[config.mk]
export PLATFORM = sky130hd
export DESIGN_NAME = ooc_stim_harness
export DESIGN_NICKNAME = d
export VERILOG_FILES = /design/src/rtl/ooc_harness_pkg.sv /design/src/rtl/harness_lfsr.sv /design/src/rtl/ooc_stim_harness.sv
export SDC_FILE = /design/constraint.sdc
export NUM_CORES = 1
export LEC_CHECK = 0
export CAP_MARGIN = 15
export CORE_MARGIN = 5
export CORE_UTILIZATION = 55
export CTS_CLUSTER_DIAMETER = 50
export DETAILED_ROUTE_END_ITERATION = 7
export HOLD_SLACK_MARGIN = 0.03
export MAX_ROUTING_LAYER = met4
export PLACE_DENSITY = 0.84
export SLEW_MARGIN = 0
export SYNTH_ARGS = -nofsm -noshare
export SYNTH_HDL_FRONTEND = slang
export SYNTH_HIERARCHICAL = 1
export SYNTH_SLANG_ARGS = --single-unit
[constraint.sdc]
create_clock -name clk -period 5.25 [get_ports clk]
set_clock_uncertainty 0.05 [all_clocks]
set_input_delay 0.7875 -clock clk [delete_from_list [all_inputs] [get_ports clk]]
set_output_delay 0.7875 -clock clk [all_outputs]
set_load 0.005 [all_outputs]
[src/rtl/ooc_harness_pkg.sv]
// rtl/ooc_harness_pkg.sv - FSM encoding and Galois tap table for the stimulus harness
package ooc_harness_pkg;

  typedef enum logic [1:0] {
    ST_IDLE = 2'd0,
    ST_RUN  = 2'd1,
    ST_DONE = 2'd2
  } state_t;

  // Right-shift Galois feedback masks; unsupported widths return zero.
  function automatic logic [63:0] taps_for(input int unsigned w);
    case (w)
      16:      taps_for = 64'h0000_0000_0000_B400;
      32:      taps_for = 64'h0000_0000_8020_0003;
      64:      taps_for = 64'hD800_0000_0000_0000;
      default: taps_for = 64'h0;
    endcase
  endfunction

endpackage

[src/rtl/harness_lfsr.sv]
// rtl/harness_lfsr.sv - Galois right-shift register with load, enable and XOR injection
module harness_lfsr
  import ooc_harness_pkg::*;
#(
  parameter int unsigned    W       = 32,
  parameter logic [W-1:0]   TAPS    = '0,
  parameter logic [W-1:0]   RST_VAL = '0
) (
  input  logic         clk,
  input  logic         rst_n,
  input  logic         i_load,
  input  logic [W-1:0] i_load_val,
  input  logic         i_en,
  input  logic [W-1:0] i_xor,
  output logic [W-1:0] o_state
);

  logic [W-1:0] r_state;
  logic [W-1:0] w_next;

  // Load has priority so a restart never mixes in a step.
  assign w_next = (r_state >> 1) ^ (r_state[0] ? TAPS : '0) ^ i_xor;

  always_ff @(posedge clk or negedge rst_n) begin
    if (!rst_n) begin
      r_state <= RST_VAL;
    end else if (i_load) begin
      r_state <= i_load_val;
    end else if (i_en) begin
      r_state <= w_next;
    end
  end

  assign o_state = r_state;

endmodule

[src/rtl/ooc_stim_harness.sv]
// rtl/ooc_stim_harness.sv - LFSR stimulus and MISR compaction harness for out-of-context builds
module ooc_stim_harness
  import ooc_harness_pkg::*;
#(
  parameter int unsigned IN_W       = 8,
  parameter int unsigned OUT_W      = 8,
  parameter int unsigned LFSR_W     = 32,
  parameter logic [63:0] SEED       = 64'hACE1_1234,
  parameter int unsigned RUN_CYCLES = 1024,
  parameter bit          BOUNDED    = 1'b1,
  localparam int unsigned CNT_W     = $clog2(RUN_CYCLES + 1)
) (
  input  logic              clk,
  input  logic              reset,
  input  logic              start,
  input  logic              stop,
  output logic [IN_W-1:0]   dut_in,
  input  logic [OUT_W-1:0]  dut_out,
  output logic [LFSR_W-1:0] signature,
  output logic              busy,
  output logic              done,
  output logic [CNT_W-1:0]  cycle_count
);

  if (!(LFSR_W == 16 || LFSR_W == 32 || LFSR_W == 64)) begin : g_bad_lfsr_w
    $error("ooc_stim_harness: LFSR_W must be 16, 32 or 64");
  end
  if (IN_W < 1 || IN_W > LFSR_W || OUT_W < 1 || OUT_W > LFSR_W || RUN_CYCLES < 1) begin : g_bad_cfg
    $error("ooc_stim_harness: IN_W/OUT_W must be 1..LFSR_W and RUN_CYCLES >= 1");
  end

  localparam logic [LFSR_W-1:0] TAPS     = LFSR_W'(taps_for(LFSR_W));
  localparam logic [LFSR_W-1:0] SEED_EFF = (SEED[LFSR_W-1:0] == '0) ? LFSR_W'(1) : SEED[LFSR_W-1:0];

  state_t             r_state;
  state_t             w_state_nxt;
  logic [IN_W-1:0]    r_dut_in;
  logic [CNT_W-1:0]   r_count;
  logic [LFSR_W-1:0]  w_lfsr;
  logic [LFSR_W-1:0]  w_misr;
  logic [IN_W-1:0]    w_din_next;
  logic               w_go;
  logic               w_step;
  logic               w_last;

  // stop always beats start; start is only honoured outside RUN.
  assign w_go   = (r_state != ST_RUN) && start && !stop;
  assign w_step = (r_state == ST_RUN) && !stop;
  assign w_last = BOUNDED && (r_count == CNT_W'(RUN_CYCLES - 1));

  // Low stimulus bits of the LFSR value being stepped into on this edge.
  assign w_din_next = IN_W'(w_lfsr >> 1) ^ (w_lfsr[0] ? IN_W'(TAPS) : '0);

  always_comb begin
    w_state_nxt = r_state;
    unique case (r_state)
      ST_IDLE, ST_DONE: if (w_go) w_state_nxt = ST_RUN;
      ST_RUN: begin
        if (stop) begin
          w_state_nxt = ST_IDLE;
        end else if (w_last) begin
          w_state_nxt = ST_DONE;
        end
      end
      default: w_state_nxt = ST_IDLE;
    endcase
  end

  always_ff @(posedge clk or negedge reset) begin
    if (!reset) begin
      r_state  <= ST_IDLE;
      r_dut_in <= '0;
      r_count  <= '0;
    end else begin
      r_state <= w_state_nxt;
      if (w_go) begin
        r_count <= '0;
      end else if (w_step) begin
        r_count  <= r_count + CNT_W'(1);
        r_dut_in <= w_din_next;
      end
    end
  end

  harness_lfsr #(
    .W       (LFSR_W),
    .TAPS    (TAPS),
    .RST_VAL (SEED_EFF)
  ) u_lfsr (
    .clk        (clk),
    .rst_n      (reset),
    .i_load     (w_go),
    .i_load_val (SEED_EFF),
    .i_en       (w_step),
    .i_xor      ('0),
    .o_state    (w_lfsr)
  );

  // dut_out is a combinational function of the current dut_in, absorbed on the edge that advances it.
  harness_lfsr #(
    .W       (LFSR_W),
    .TAPS    (TAPS),
    .RST_VAL ('0)
  ) u_misr (
    .clk        (clk),
    .rst_n      (reset),
    .i_load     (w_go),
    .i_load_val ('0),
    .i_en       (w_step),
    .i_xor      (LFSR_W'(dut_out)),
    .o_state    (w_misr)
  );

  assign dut_in      = r_dut_in;
  assign signature   = w_misr;
  assign busy        = (r_state == ST_RUN);
  assign done        = (r_state == ST_DONE);
  assign cycle_count = r_count;

endmodule

==> results of run 1 <==
power by group:
part	switching, mW	leakage, nW	internal, mW	total (mW)
clock	0.227	0.0968	0.269	0.496
sequential	0.178	1.03	0.873	1.05
combinational	0.310	1.54	0.445	0.756
total	0.715	2.67	1.59	2.30
layer usage:
layer  wire length [µm]  vias up  GRT usage (%)
met1               3860     1604           23.4
met3                393       12           4.16
met4                132        0           6.56
met5                  0        -              -
li1                   -     1751              -
met2               4550       53           32.6
cells in the final DEF (no fill, tap or decap), drive strengths merged, types with 3 or more instances in the layout:
cell type / n
dfrtp: 72
conb: 120
nor3b: 4
dfstp: 13
nand2: 86
xnor2: 6
and4: 3
buf: 5
clkdlybuf4s50: 63
nor2: 7
nand4: 6
xor2: 64
nor2b: 5
o21ai: 66
mux2i: 62
clkbuf: 12
a21oi: 6
path summary, 6_finish.rpt:
path / startpoint / cells past startpoint / slack (ns) / to
worst max-delay path: stop / 6 / 2.18 / u_lfsr/o_state[1]
worst min-delay path: reset / 1 / 0.36 / u_misr/o_state[27]
worst max register to register: r_state[0] / 5 / 2.64 / u_lfsr/o_state[1]
worst min register to register: dut_in[4] / 2 / 0.43 / dut_in[4]
max in group asynchronous: reset / 2 / 4.09 / u_lfsr/o_state[21]
min in group clk: dut_in[4] / 2 / 0.43 / dut_in[4]
state kept, by name (all words and copies together) (netlist names):
name	cells
cycle_count	11
u_lfsr/o_state	32
dut_in	8
u_misr/o_state	32
r_state	2
logic make-up (layout without fill, tap and decap cells):
group / after synthesis / count (layout)
simple gates: 122 / 122
flops: 85 / 85
compound gates: 80 / 80
xor+xnor: 72 / 72
mux: 62 / 62
buf+inv: 28 / 87
other cells: 2 / 120
fa+ha+maj: 1 / 1
through the flow:
step / cells / cell area, µm² / hold WS, ns / util, %
finish: 734 / 5940 / 0.361 / 72.3
global route: 734 / 5940 / 0.389 / 72.3
CTS: 732 / 5900 / 0.433 / 71.8
detailed placement: 716 / 5690 / 0.413 / 69.2
global placement: 716 / 5690 / 0.415 / 69.2
floorplan: 570 / 5090 / 0.413 / -
area by class of cell:
cell class | instances | share of cell area, %
inverter | 3 | 0.274
timing repair buffer | 68 | 11.9
multi-input combinational | 457 | 46.0
tap | 105 | 2.21
sequential | 85 | 36.1
clock inverter | 4 | 1.26
clock buffer | 12 | 2.28
worst max-delay path: stages:
cell             delay (ns)
clkdlybuf4s50_1        0.48
or3b_1                 0.45
clkinv_4               0.73
and3b_1                0.50
mux2i_1                0.14
nand2_1                0.06
==> flow_summary.yaml, run 1 <==
status:
  outcome: "finished clean"
worst_setup_path:
  end_kind: "flop"
  critPathRequiredTime_ns: 5.44
  criticalPathCategory: "in2reg"
  cp_max_fo: 85
  arrival_ns: 3.26
  startpoint_type: "input pin"
logic_synthesis:
  ys_seq_area_share_pct: 46.1
  synth_top_family_by_area: "XOR/XNOR gates"
  synth.distinct_cells: 39
  syn_area_per_cell_um2: 10.3
  synthXorXnorAreaFrac_pct: 14.2
  syn_area_mm2: 0.00465
  synth_compound_gate_area_share_pct: 9.18
  synthSimpleGateAreaFrac_pct: 11.9
  yosys.area.top_type: "dfrtp_1"
  async_flop_share_pct: 100
  postSynthCellCount: 452
  synthMostInstantiatedCell: "nand2_1"
  synth_adder_area_share_pct: 0.269
  yosys-top-cells-area: "dfrtp_1 39%, mux2i_1 13%, xor2_1 12%"
  yosys_most_used_dff: "dfrtp_1"
  yosysWarnings: 6
  ys_ff_latch: 85
  yosys.area.top_type_share_pct: 38.8
  yosys-top-cells-count: "86 x nand2_1, 72 x dfrtp_1, 64 x xor2_1"
  synthMuxAreaShare_pct: 13.3
  synth_edf_count: 0
cts:
  cts_setup_buffers: 0
  insertion_delay_ns: 0.36
  cts_buffers: 9
  clkSinkCount: 85
  cts_max_path_buffers: 2
  ctsResizeCount: 0
  postCtsHoldBufs: 0
  root_buffer: "clkbuf_8"
  clk_pin_slew_ns: 0.09
  cts_tree: "yes"
  cts_max_level: 3
die:
  die-area_mm2: 0.0104
  die_h_um: 102
  num_rows: 33
  io_pins: 65
  die_x_um: 102
  start_util_pct: 56.6
  core_area_mm2: 0.00822
drt:
  drc: 0
  drt_wl_total_mm: 8.93
  viasPerCell: 4.66
  dr_total_vias: 3420
  ant_nets: 0
  wl_per_cell_um: 12.2
  drt_iter0_drc: 169
  drtPass1Iterations: 4
timing:
  maxClockFrequency_mhz: 325
  rsz0062_at_grt: "no"
  max_slew_margin_pct: 41.8
  finalHoldViolations: 0
  min_period_over_period_pct: 58.6
  final-max-slew-violation-count: 0
  worst_slack_ns: 2.18
  worst_pin_slew_ns: 0.873
  tns_ns: 0
  setup_viol: 0
  period_needed_ns: 3.07
global_route:
  grt.total_usage_pct: 19.5
  grt-ovfl-total: 0
  grt_pass1_wl_mm: 15.7
  grt_pass1_vias: 3481
  grt_antenna_before_repair: 0
  grt_max_degree: 86
finish:
  diodes: 0
  areaGrowthSynthToFinish_pct: 27.7
  final_nets: 637
  drive_above_1_share_pct: 5.56
  num-fill-cells: 613
  seqCellArea_mm2: 0.00214
  multiInputGateArea_mm2: 0.00273
flow_run:
  maxCapViolCount: 0
power_and_ir_drop:
  p_leak_nw: 2.67
  ir_worst_vdd_uv: 193
  p_total_mw: 2.30
  powerDensity_mw_per_mm2: 388
min_path:
  hold_class: "in2async"
placed_design:
  dpl.hpwl_mm: 5.94
  post-place-ws_ns: 1.87
  portBuffers: 64
  gp_congestion: 0.717
Note: power is estimated with default switching activity, not from simulation.
==> inputs of run 2 (changes only) <==
- clock period: 5.25 -> 3 ns (I/O delays scaled with it)
==> run 2 against run 1 <==
Compared with the run above: total power grew 71%; worst hold slack improved by 0.062 ns; via count is 1.8% higher; register-to-register slack lost 1.5 ns; global-route usage is 0.077 points higher; critical endpoint is now busy.
==> flow_summary.yaml, run 2 (same netlist as run 1, synthesis figures left out) <==
drt:
  wl_met3_um: 392
  drt_wl_total_mm: 9.19
  drtPass1Iterations: 5
  ant_nets: 0
  viasPerCell: 4.70
  drt_iter0_drc: 173
  dr_total_vias: 3483
  routed.top_layer: "met4"
  wl_per_cell_um: 12.4
  dr_wl_met2_mm: 4.76
  drc: 0
  wl_met1_mm: 3.91
power_and_ir_drop:
  powerDensity_mw_per_mm2: 657
  p_total_mw: 3.94
  p_leak_nw: 2.70
  ir_worst_vdd_uv: 295
cts:
  cts_setup_buffers: 0
  cts_max_path_buffers: 2
  postCtsHoldBufs: 0
  insertion_delay_ns: 0.36
  cts_tree: "yes"
  cts_buffers: 9
  root_buffer: "clkbuf_8"
  ctsResizeCount: 0
  cts_max_level: 3
  clk_pin_slew_ns: 0.09
  clkSinkCount: 85
die:
  die-area_mm2: 0.0104
  core_area_mm2: 0.00822
  die_h_um: 102
  io_pins: 65
  die_x_um: 102
  start_util_pct: 56.6
  num_rows: 33
worst_setup_path:
  cp_max_fo: 4
  startpoint_type: "flop"
  cp_slowest_cell: "clkdlybuf4s50_1"
  arrival_ns: 1.62
  end_kind: "output port"
  criticalPathCategory: "reg2out"
  critPathRequiredTime_ns: 2.50
  critPathMaxStageDelay_ns: 0.57
  crit_family: "buffers and inverters"
  worstSetupStartpoint: "r_state[0]"
  path_cells: "nor2b_1 > clkdlybuf4s50_1"
  worstReg2RegStart: "r_state[0]"
  cp.buffers_inverters: 1
finish:
  final_common_cell: "conb_1"
  mostFrequentLayoutCells: "120 x conb_1, 86 x nand2_1, 72 x dfrtp_1"
  diodes: 0
  areaGrowthSynthToFinish_pct: 28.8
  final_nets: 644
  drive_above_1_share_pct: 6.92
timing:
  final-max-slew-violation-count: 0
  worst_pin_slew_ns: 0.510
  period_needed_ns: 2.12
  rsz0062_at_grt: "no"
  min_period_over_period_pct: 70.6
  maxClockFrequency_mhz: 472
  finalHoldViolations: 0
  max_slew_margin_pct: 65.9
  tns_ns: 0
  setup_viol: 0
global_route:
  grt_pass1_vias: 3567
  grt.total_usage_pct: 19.5
  grt_antenna_before_repair: 0
  grt_max_degree: 86
  grt_pass1_wl_mm: 15.8
  grt-ovfl-total: 0
flow_run:
  maxCapViolCount: 0
min_path:
  hold_class: "in2async"
placed_design:
  dpl.hpwl_mm: 6.47
  gp_congestion: 0.780
  portBuffers: 64
status:
  outcome: "finished clean"
## run 2: per-stage QoR
| stage | cells | util, % | area, µm² | setup slack [ns] | hold WS (ns) |
|---|---|---|---|---|---|
| after detailed placement | 723 | 70.2 | 5770 | 0.605 | 0.420 |
| final | 741 | 72.9 | 5990 | 0.883 | 0.423 |
| after floorplan | 570 | - | 5090 | 1.15 | 0.104 |
| after CTS | 739 | 72.4 | 5950 | 0.847 | 0.260 |
| after global placement | 723 | 70.2 | 5770 | 0.698 | 0.414 |
| after global routing | 741 | 72.9 | 5990 | 0.768 | 0.424 |
## run 2: worst paths after layout
path                                      end  slack, ns  cells past startpoint
hold reg to reg                     dut_in[5]       0.44                      2
setup reg to reg           u_lfsr/o_state[28]       1.12                      4
min in group clk                    dut_in[5]       0.44                      2
hold / removal             u_misr/o_state[27]       0.42                      2
setup / recovery                         busy       0.88                      2
max in group asynchronous  u_lfsr/o_state[26]       1.84                      3
## run 2: per-layer routing
metal  vias up  global-route usage [%]
met3        10                    3.48
met4         0                    7.87
met5         -                       -
met2        66                    33.8
met1      1642                    22.5
li1       1765                       -
## run 2: final cells by class
cell class,count,area (µm²)
multi-input cells,457,2730
clock inverters,6,47.5
inverters,3,16.3
well taps,105,131
flip-flops and latches,85,2140
fillers,592,2230
clock buffers,10,138
repair buffers,75,781
## run 2: report_power, final
part           switching (mW)  internal, mW  leakage (nW)
combinational           0.550         0.789          1.58
sequential              0.312          1.53          1.03
clock                   0.429         0.327        0.0811
